[src/rtl/otter_pkg.sv]
// otter_pkg: shared types and constants for the OTTER fetch unit
package otter_pkg;
  typedef enum logic [2:0] {PC_PLUS4, PC_JALR, PC_BRANCH, PC_JAL, PC_MTVEC, PC_MEPC} pc_src_t;
  typedef enum logic [1:0] {FETCH, WAIT, READY} fetch_state_t;
  localparam logic [31:0] NOP_INSTR = 32'h0000_0013;
endpackage

[src/rtl/otter_next_pc_mux.sv]
// otter_next_pc_mux: next-PC target selection, trap-vector alignment and misalignment detection
module otter_next_pc_mux import otter_pkg::*; (
  input  logic [31:0] pc_plus4,
  input  logic [2:0]  pc_source,
  input  logic [31:0] jalr,
  input  logic [31:0] branch,
  input  logic [31:0] jal,
  input  logic [31:0] mtvec,
  input  logic [31:0] mepc,
  output logic [31:0] target,
  output logic        misaligned
);
  pc_src_t src;
  always_comb begin
    src = pc_src_t'(pc_source);
    target = src == PC_JALR   ? jalr :
             src == PC_BRANCH ? branch :
             src == PC_JAL    ? jal :
             src == PC_MTVEC  ? mtvec & ~32'd3 :
             src == PC_MEPC   ? mepc & ~32'd3 : pc_plus4;
    misaligned = (src == PC_JALR || src == PC_BRANCH || src == PC_JAL) && |target[1:0];
  end
endmodule

[src/rtl/otter_fetch_unit.sv]
// otter_fetch_unit: OTTER program counter and request/grant/response instruction fetch sequencer
module otter_fetch_unit import otter_pkg::*; #(
  parameter logic [31:0] RESET_VEC = 32'h0000_0000
) (
  input  logic        CLK,
  input  logic        RST,
  input  logic        PC_WRITE,
  input  logic [2:0]  PC_SOURCE,
  input  logic [31:0] JALR,
  input  logic [31:0] BRANCH,
  input  logic [31:0] JAL,
  input  logic [31:0] MTVEC,
  input  logic [31:0] MEPC,
  output logic        IMEM_REQ,
  output logic [31:0] IMEM_ADDR,
  input  logic        IMEM_GNT,
  input  logic        IMEM_RVALID,
  input  logic [31:0] IMEM_RDATA,
  output logic [31:0] IR,
  output logic        IR_VALID,
  output logic [31:0] PC,
  output logic [31:0] PC_PLUS4,
  output logic        MISALIGN
);
  fetch_state_t state, next_state;
  logic [31:0] target;
  logic misaligned, take, reject;
  assign PC_PLUS4 = PC + 32'd4;
  assign IMEM_REQ = state == FETCH;
  assign IMEM_ADDR = PC;
  otter_next_pc_mux u_mux (
    .pc_plus4(PC_PLUS4),
    .pc_source(PC_SOURCE),
    .jalr(JALR),
    .branch(BRANCH),
    .jal(JAL),
    .mtvec(MTVEC),
    .mepc(MEPC),
    .target(target),
    .misaligned(misaligned)
  );
  always_comb begin
    take = state == READY && PC_WRITE && !misaligned;
    reject = state == READY && PC_WRITE && misaligned;
    next_state = state == FETCH ? (IMEM_GNT ? WAIT : FETCH) :
                 state == WAIT  ? (IMEM_RVALID ? READY : WAIT) :
                 take ? FETCH : READY;
  end
  always_ff @(posedge CLK or posedge RST)
    if (RST) state <= FETCH;
    else state <= next_state;
  always_ff @(posedge CLK or posedge RST)
    if (RST) begin
      PC <= RESET_VEC;
      IR <= NOP_INSTR;
      IR_VALID <= 1'b0;
      MISALIGN <= 1'b0;
    end else begin
      MISALIGN <= reject;
      if (take) begin
        PC <= target;
        IR_VALID <= 1'b0;
      end
      if (state == WAIT && IMEM_RVALID) begin
        IR <= IMEM_RDATA;
        IR_VALID <= 1'b1;
      end
    end
endmodule
[config.mk]
export PLATFORM = sky130hd
export DESIGN_NAME = otter_fetch_unit
export DESIGN_NICKNAME = d
export VERILOG_FILES = /design/src/rtl/otter_pkg.sv /design/src/rtl/otter_next_pc_mux.sv /design/src/rtl/otter_fetch_unit.sv
export SDC_FILE = /design/constraint.sdc
export NUM_CORES = 1
export LEC_CHECK = 0
export ABC_AREA = 1
export CORE_ASPECT_RATIO = 1.5
export CORE_MARGIN = 10
export CORE_UTILIZATION = 35
export DETAILED_ROUTE_END_ITERATION = 10
export GPL_TIMING_DRIVEN = 0
export PLACE_DENSITY = 0.84
export SYNTH_ARGS = -nofsm -noshare
export SYNTH_HDL_FRONTEND = slang
export SYNTH_SLANG_ARGS = --single-unit
[constraint.sdc]
create_clock -name CLK -period 1.9 [get_ports CLK]
set_clock_uncertainty 0.05 [all_clocks]
set_input_delay 0.19 -clock CLK [delete_from_list [all_inputs] [get_ports CLK]]
set_output_delay 0.19 -clock CLK [all_outputs]
set_load 0.1 [all_outputs]
# After elaboration in Yosys (flattened, before gate mapping)
# Index checks and enable logic that the tools add are counted.
[totals]
regBits = 68
word_cells = 36
input_bits = 200
output_inout_bits = 131
[op_classes]
add_sub_neg = 1
n_reduce_logical = 11
mux = 12
eq_ne = 7
[op_table]
columns = ["operator", "count"]
rows = [
  ["two-way mux 32 bit", 5],
  ["adder 32 x 3 -> 32 bit (second input constant)", 1],
  ["two-way mux 2 bit", 4],
  ["== test 3 x 2 -> 1 bit (second input constant)", 2],
  ["== test 3 bit (second input constant)", 2],
  ["logical AND 1 bit", 5],
  ["== test 3 x 1 -> 1 bit (second input constant)", 1],
  ["two-way mux 1 bit", 3],
  ["== test 2 x 1 -> 1 bit (second input constant)", 1],
  ["== test 2 bit (second input constant)", 1],
  ["logical NOT 2 bit", 1],
  ["logical OR 1 bit", 2],
  ["nonzero test 2 bit", 1],
  ["OR reduction 2 bit", 1],
  ["logical NOT 1 bit", 1],
]

# Longest topological paths before layout
[depth]
ltp_word = 13
mapped_depth = 16
mapped_depth_nobuf = 14

# By module
# A second synthesis with hierarchy kept.
[hier_totals]
cells_unflattened = 825
area_unflattened_um2 = 5356.4
[by_module_without_submodules]
columns = ["module", "instances", "area_per_inst_um2", "cells_per_inst", "seq_area_each_um2"]
rows = [
  ["otter_fetch_unit", 1, 3634.7, 421, 1705.4],
  ["otter_next_pc_mux", 1, 1721.7, 404, 0.0],
]

# Worst setup path after synthesis
# No wires, ideal clock.
[synth_path]
path_kind = "reg-to-reg"
startpoint = "register PC[2], in the netlist IMEM_ADDR[2]"
endpoint = "register PC[9], in the netlist IMEM_ADDR[9]"
stages_incl_launch_ff = 11
t_required_ps = 1782
t_arrival_ps = 4081
slack_ps = -2298
setup_ps = 68
synth_period_minus_slack_ps = 4198
n_path_buf = 0
cell_sequence = "dfrtp_1 -> inv_1 -> nor2_1 -> nand2_1 -> xor2_1 -> nor2_1 -> o21bai_1 -> nand2_1 -> nand2_1 -> nand2_1 -> nand2_1"
[synth_between]
elab_chain_cells = 6
[synth_rtl]
columns = ["item", "line_no", "text"]
rows = [
  ["start, declared", "otter_fetch_unit.sv:21", "output logic [31:0] PC,"],
  ["start signal, assigned", "otter_fetch_unit.sv:61", "PC <= target;"],
  ["adder 32 x 3 -> 32 bit", "otter_fetch_unit.sv:28", "assign PC_PLUS4 = PC + 32'd4;"],
  ["named net PC_PLUS4[9]", "otter_fetch_unit.sv:22", "output logic [31:0] PC_PLUS4,"],
  ["two-way mux 32 bit", "otter_next_pc_mux.sv:20", "src == PC_MEPC ? mepc & ~32'd3 : pc_plus4;"],
  ["two-way mux 32 bit", "otter_next_pc_mux.sv:19", "src == PC_MTVEC ? mtvec & ~32'd3 :"],
  ["two-way mux 32 bit", "otter_next_pc_mux.sv:18", "src == PC_JAL ? jal :"],
  ["two-way mux 32 bit", "otter_next_pc_mux.sv:17", "src == PC_BRANCH ? branch :"],
  ["two-way mux 32 bit", "otter_next_pc_mux.sv:16", "target = src == PC_JALR ? jalr :"],
]
# The timed path passes the listed nets, and every way through them passes these cells.
# A chain may end at the register's enable or synchronous reset.

# Worst setup path after layout
[layout_path]
startpoint = "register PC[2], in the netlist IMEM_ADDR[2]"
endpoint = "output port PC_PLUS4[19]"
[layout_between]
elab_chain_cells = 1
[layout_rtl]
columns = ["item", "line_no"]
rows = [
  ["adder 32 x 3 -> 32 bit", "otter_fetch_unit.sv:28"],
  ["end, declared", "otter_fetch_unit.sv:22"],
]
# No other way between the ends.

==> flow_summary_export.csv <==
group,metric,value,unit
timing,setup_viol,47,
timing,rsz0062_at_grt,"true",
detailed_routing,ant_nets,0,
global_route,grt_pass1_vias,7858,
status,violations,"negative setup slack",
die,core,15600,um2
pwr,sequentialPowerShare,0.142,
detailed_routing,wl_per_cell,20.9,um
global_route,grt_antenna_before_repair,1,
pwr,peakVddDrop,1.74,mV
setup_path,crit_required,1.66,ns
die,fp.dieW,122,um
timing,maxSlewViolCount,0,
global_route,grt_max_degree,30,
logic_synthesis,yosys.area.top_type,"dfrtp_1",
timing,worst_slack,-0.377,ns
detailed_routing,vias_per_cell,5.18,
clock_network,cts_sinks,68,
clock_network,clock_latency,0.34,ns
global_route,grt_overflow,0,
logic_synthesis,synth_seq_cells,68,
timing,max_freq,0.439,GHz
logic_synthesis,synth_most_common_cell,"nand2_1",
logic_synthesis,synth_area_per_cell,6.12,um2
logic_synthesis,post_synth_num_cell_types,29,
place,dp_hpwl,23500,um
clock_network,cts_hold_buffers,0,
setup_path,critical_path_class,"reg -> out",
finish,drive_gt1_frac,0.310,
timing,relSlewSlack,0.333,
pwr,p_leak,5.09,nW
timing,period_needed,2.28,ns
pwr,internal_power,0.00746,W
global_route,grt_pass1_wl,43900,um
setup_path,cp_max_fo,7,
place,place_congestion,0.961,
logic_synthesis,yosysSeqAreaShare,0.310,
status,status,"finished, violations left",
die,dieArea,21200,um2
pwr,p_clk_frac,0.077,
clock_network,worst_setup_hold_path_clk_slew,0.07,ns
logic_synthesis,syn_nets,1098,
timing,finalHoldViolCount,0,
pwr,power_frac_comb,0.781,
place,dpl.cell_count,1426,
clock_network,clock_path_buffers,2,
die,initial_core_util,0.353,
clock_network,cts-root-buf,"clkbuf_16",
setup_path,critical_path.startpoint_type,"flip-flop",
job,maxCapViolCount,0,
logic_synthesis,synthTopCellsByCount,"381 x nand2_1, 156 x nor2_1, 65 x dfrtp_1",
pwr,power_density,2010,nW/um2
logic_synthesis,synth_edf_count,0,
place,port_buffers,324,
logic_synthesis,postSynthCellCount,897,
finish,syn2layout_area_growth,95.5,%
die,rows,56,
finish,finalNetCount,1475,
pwr,switching_share,0.655,
worst_hold_path,min_path_type,"in -> async",
clock_network,cts_tree,"done",
global_route,track_usage,0.270,
place,place_ws,-1.42,ns
setup_path,end_kind,"output port",
detailed_routing,drc_errors,0,
detailed_routing,wirelength,31000,um
logic_synthesis,ys_warn_count,0,
timing,fin_crit_sh,1.20,
logic_synthesis,synth_top_cell_area_share,0.296,
timing,worstMarginPinSlew,1.00,ns
die,die_height,173,um
clock_network,htree_levels,3,
pwr,p_switching,0.0141,W
detailed_routing,drt_iter0_drc,659,
setup_path,cp_data_arrival_time,2.04,ns
logic_synthesis,synthArstFlopShare,1.00,
logic_synthesis,synthFlopType,"dfrtp_1",
detailed_routing,via_count,7679,
logic_synthesis,syn-cell-area,5490,um2
finish,final-instance-count-excl-fill,1483,
die,pin_count,331,
detailed_routing,drtPass1Iterations,5,
clock_network,numCtsBuffers,9,
logic_synthesis,ys_top_cells_by_area,"dfrtp_1 30%, nand2_1 26%, nor2_1 11%",
==> cell families after synthesis <==
logic type                 share of synthesized area
buffers and inverters                          0.117
AOI/OAI and AO/OA                             0.0715
xor gates and xnor gates                      0.0112
DFF                                            0.310
muxes                                         0.0656
and+or+nand+nor                                0.422
adders and majority gates                    0.00228
==> placed cells by master, fill, tap and decap left out, types with 7 or more instances in the layout <==
master	instances
dlygate4sd2_1	35
buf_4	61
o21ai_0	11
buf_12	28
dfrtp_2	26
nand2_2	34
nand3_1	15
clkbuf_2	11
nand3b_1	7
clkdlybuf4s50_1	192
clkbuf_1	19
nand2_4	29
nand2_1	317
nor2_4	13
nor2_2	13
mux2_2	32
inv_1	46
buf_2	8
dfrtp_1	39
nor2_1	133
o21bai_1	11
clkdlybuf4s15_2	55
clkbuf_16	9
nand3_2	15
buf_6	18
a21oi_1	36
==> flip-flops by register name, summed over array words and instances (netlist names) <==
register / flops
IMEM_ADDR: 32
IR: 32
IR_VALID: 1
MISALIGN: 1
state: 2
==> layer usage <==
| layer | GRT usage | share of wire |
|---|---|---|
| met1 | 0.276 | 0.33 |
| met2 | 0.500 | 0.53 |
| met3 | 0.0603 | 0.096 |
| met4 | 0.125 | 0.044 |
| met5 | 0 | 0 |
==> path summary, 6_finish.rpt <==
kind                                     startpoint                         to  slack, ns  cells after the start
max                        IMEM_ADDR[2]$_DFFE_PP0P_               PC_PLUS4[19]      -0.38                      8
min                                             RST         IR[24]$_DFFE_PP0P_       0.19                      2
max reg2reg                IMEM_ADDR[2]$_DFFE_PP0P_  IMEM_ADDR[24]$_DFFE_PP0P_      -0.26                     17
min reg2reg                    IR_VALID$_DFFE_PP0P_       IR_VALID$_DFFE_PP0P_       0.42                      2
max in group asynchronous                       RST          IR[4]$_DFFE_PP1P_       1.01                      3
min in group CLK                       PC_SOURCE[2]         MISALIGN$_DFF_PP0_       0.25                      4
==> critical path: stages (launching register included) <==
cell        delay [ns]
dfrtp_2           0.41
buf_12            0.11
clkinvlp_4        0.09
nor2_4            0.19
nand2_4           0.16
nor2_4            0.24
nand3b_1          0.20
nand2_4           0.12
buf_12            0.17
==> power by group through the flow <==
stage	combinational [W]	clock (W)	sequential [W]
2_1_floorplan	0.00749	0	0.00753
3_3_place_gp	0.0158	0	0.00300
3_5_place_dp	0.0160	0	0.00305
4_1_cts	0.0166	0.00169	0.00301
5_1_grt	0.0174	0.00173	0.00313
6_report	0.0169	0.00166	0.00307
==> final cells by class <==
| type | count | area [um2] |
|---|---|---|
| Sequential cell | 68 | 1740 |
| Antenna cell | 1 | 2.50 |
| Clock buffer | 10 | 229 |
| Tap cell | 203 | 254 |
| Clock inverter | 6 | 47.5 |
| Timing Repair Buffer | 366 | 3900 |
| Inverter | 56 | 225 |
| Buffer | 71 | 440 |
| Fill cell | 1282 | 4820 |
| Multi-Input combinational cell | 702 | 3900 |
==> what timing repair did <==
action,CTS,global route
resized for setup,562,81
setup endpoints to repair,165,79
pin swaps,37,41
setup buffers,23,19
==> through the flow <==
stage	util	hold WS [ns]	cell area, um2	setup TNS [ns]	power, W
after floorplan	-	0.258	5830	-40.85	0.0150
after global placement	0.600	0.404	9330	-60.77	0.0188
after detailed placement	0.603	0.408	9380	-61.03	0.0190
after CTS	0.668	0.199	10400	-7.12	0.0212
after global routing	0.690	0.242	10700	-13.03	0.0222
final	0.690	0.192	10700	-9.95	0.0216
No activity file was read; power rests on OpenSTA's default activity.
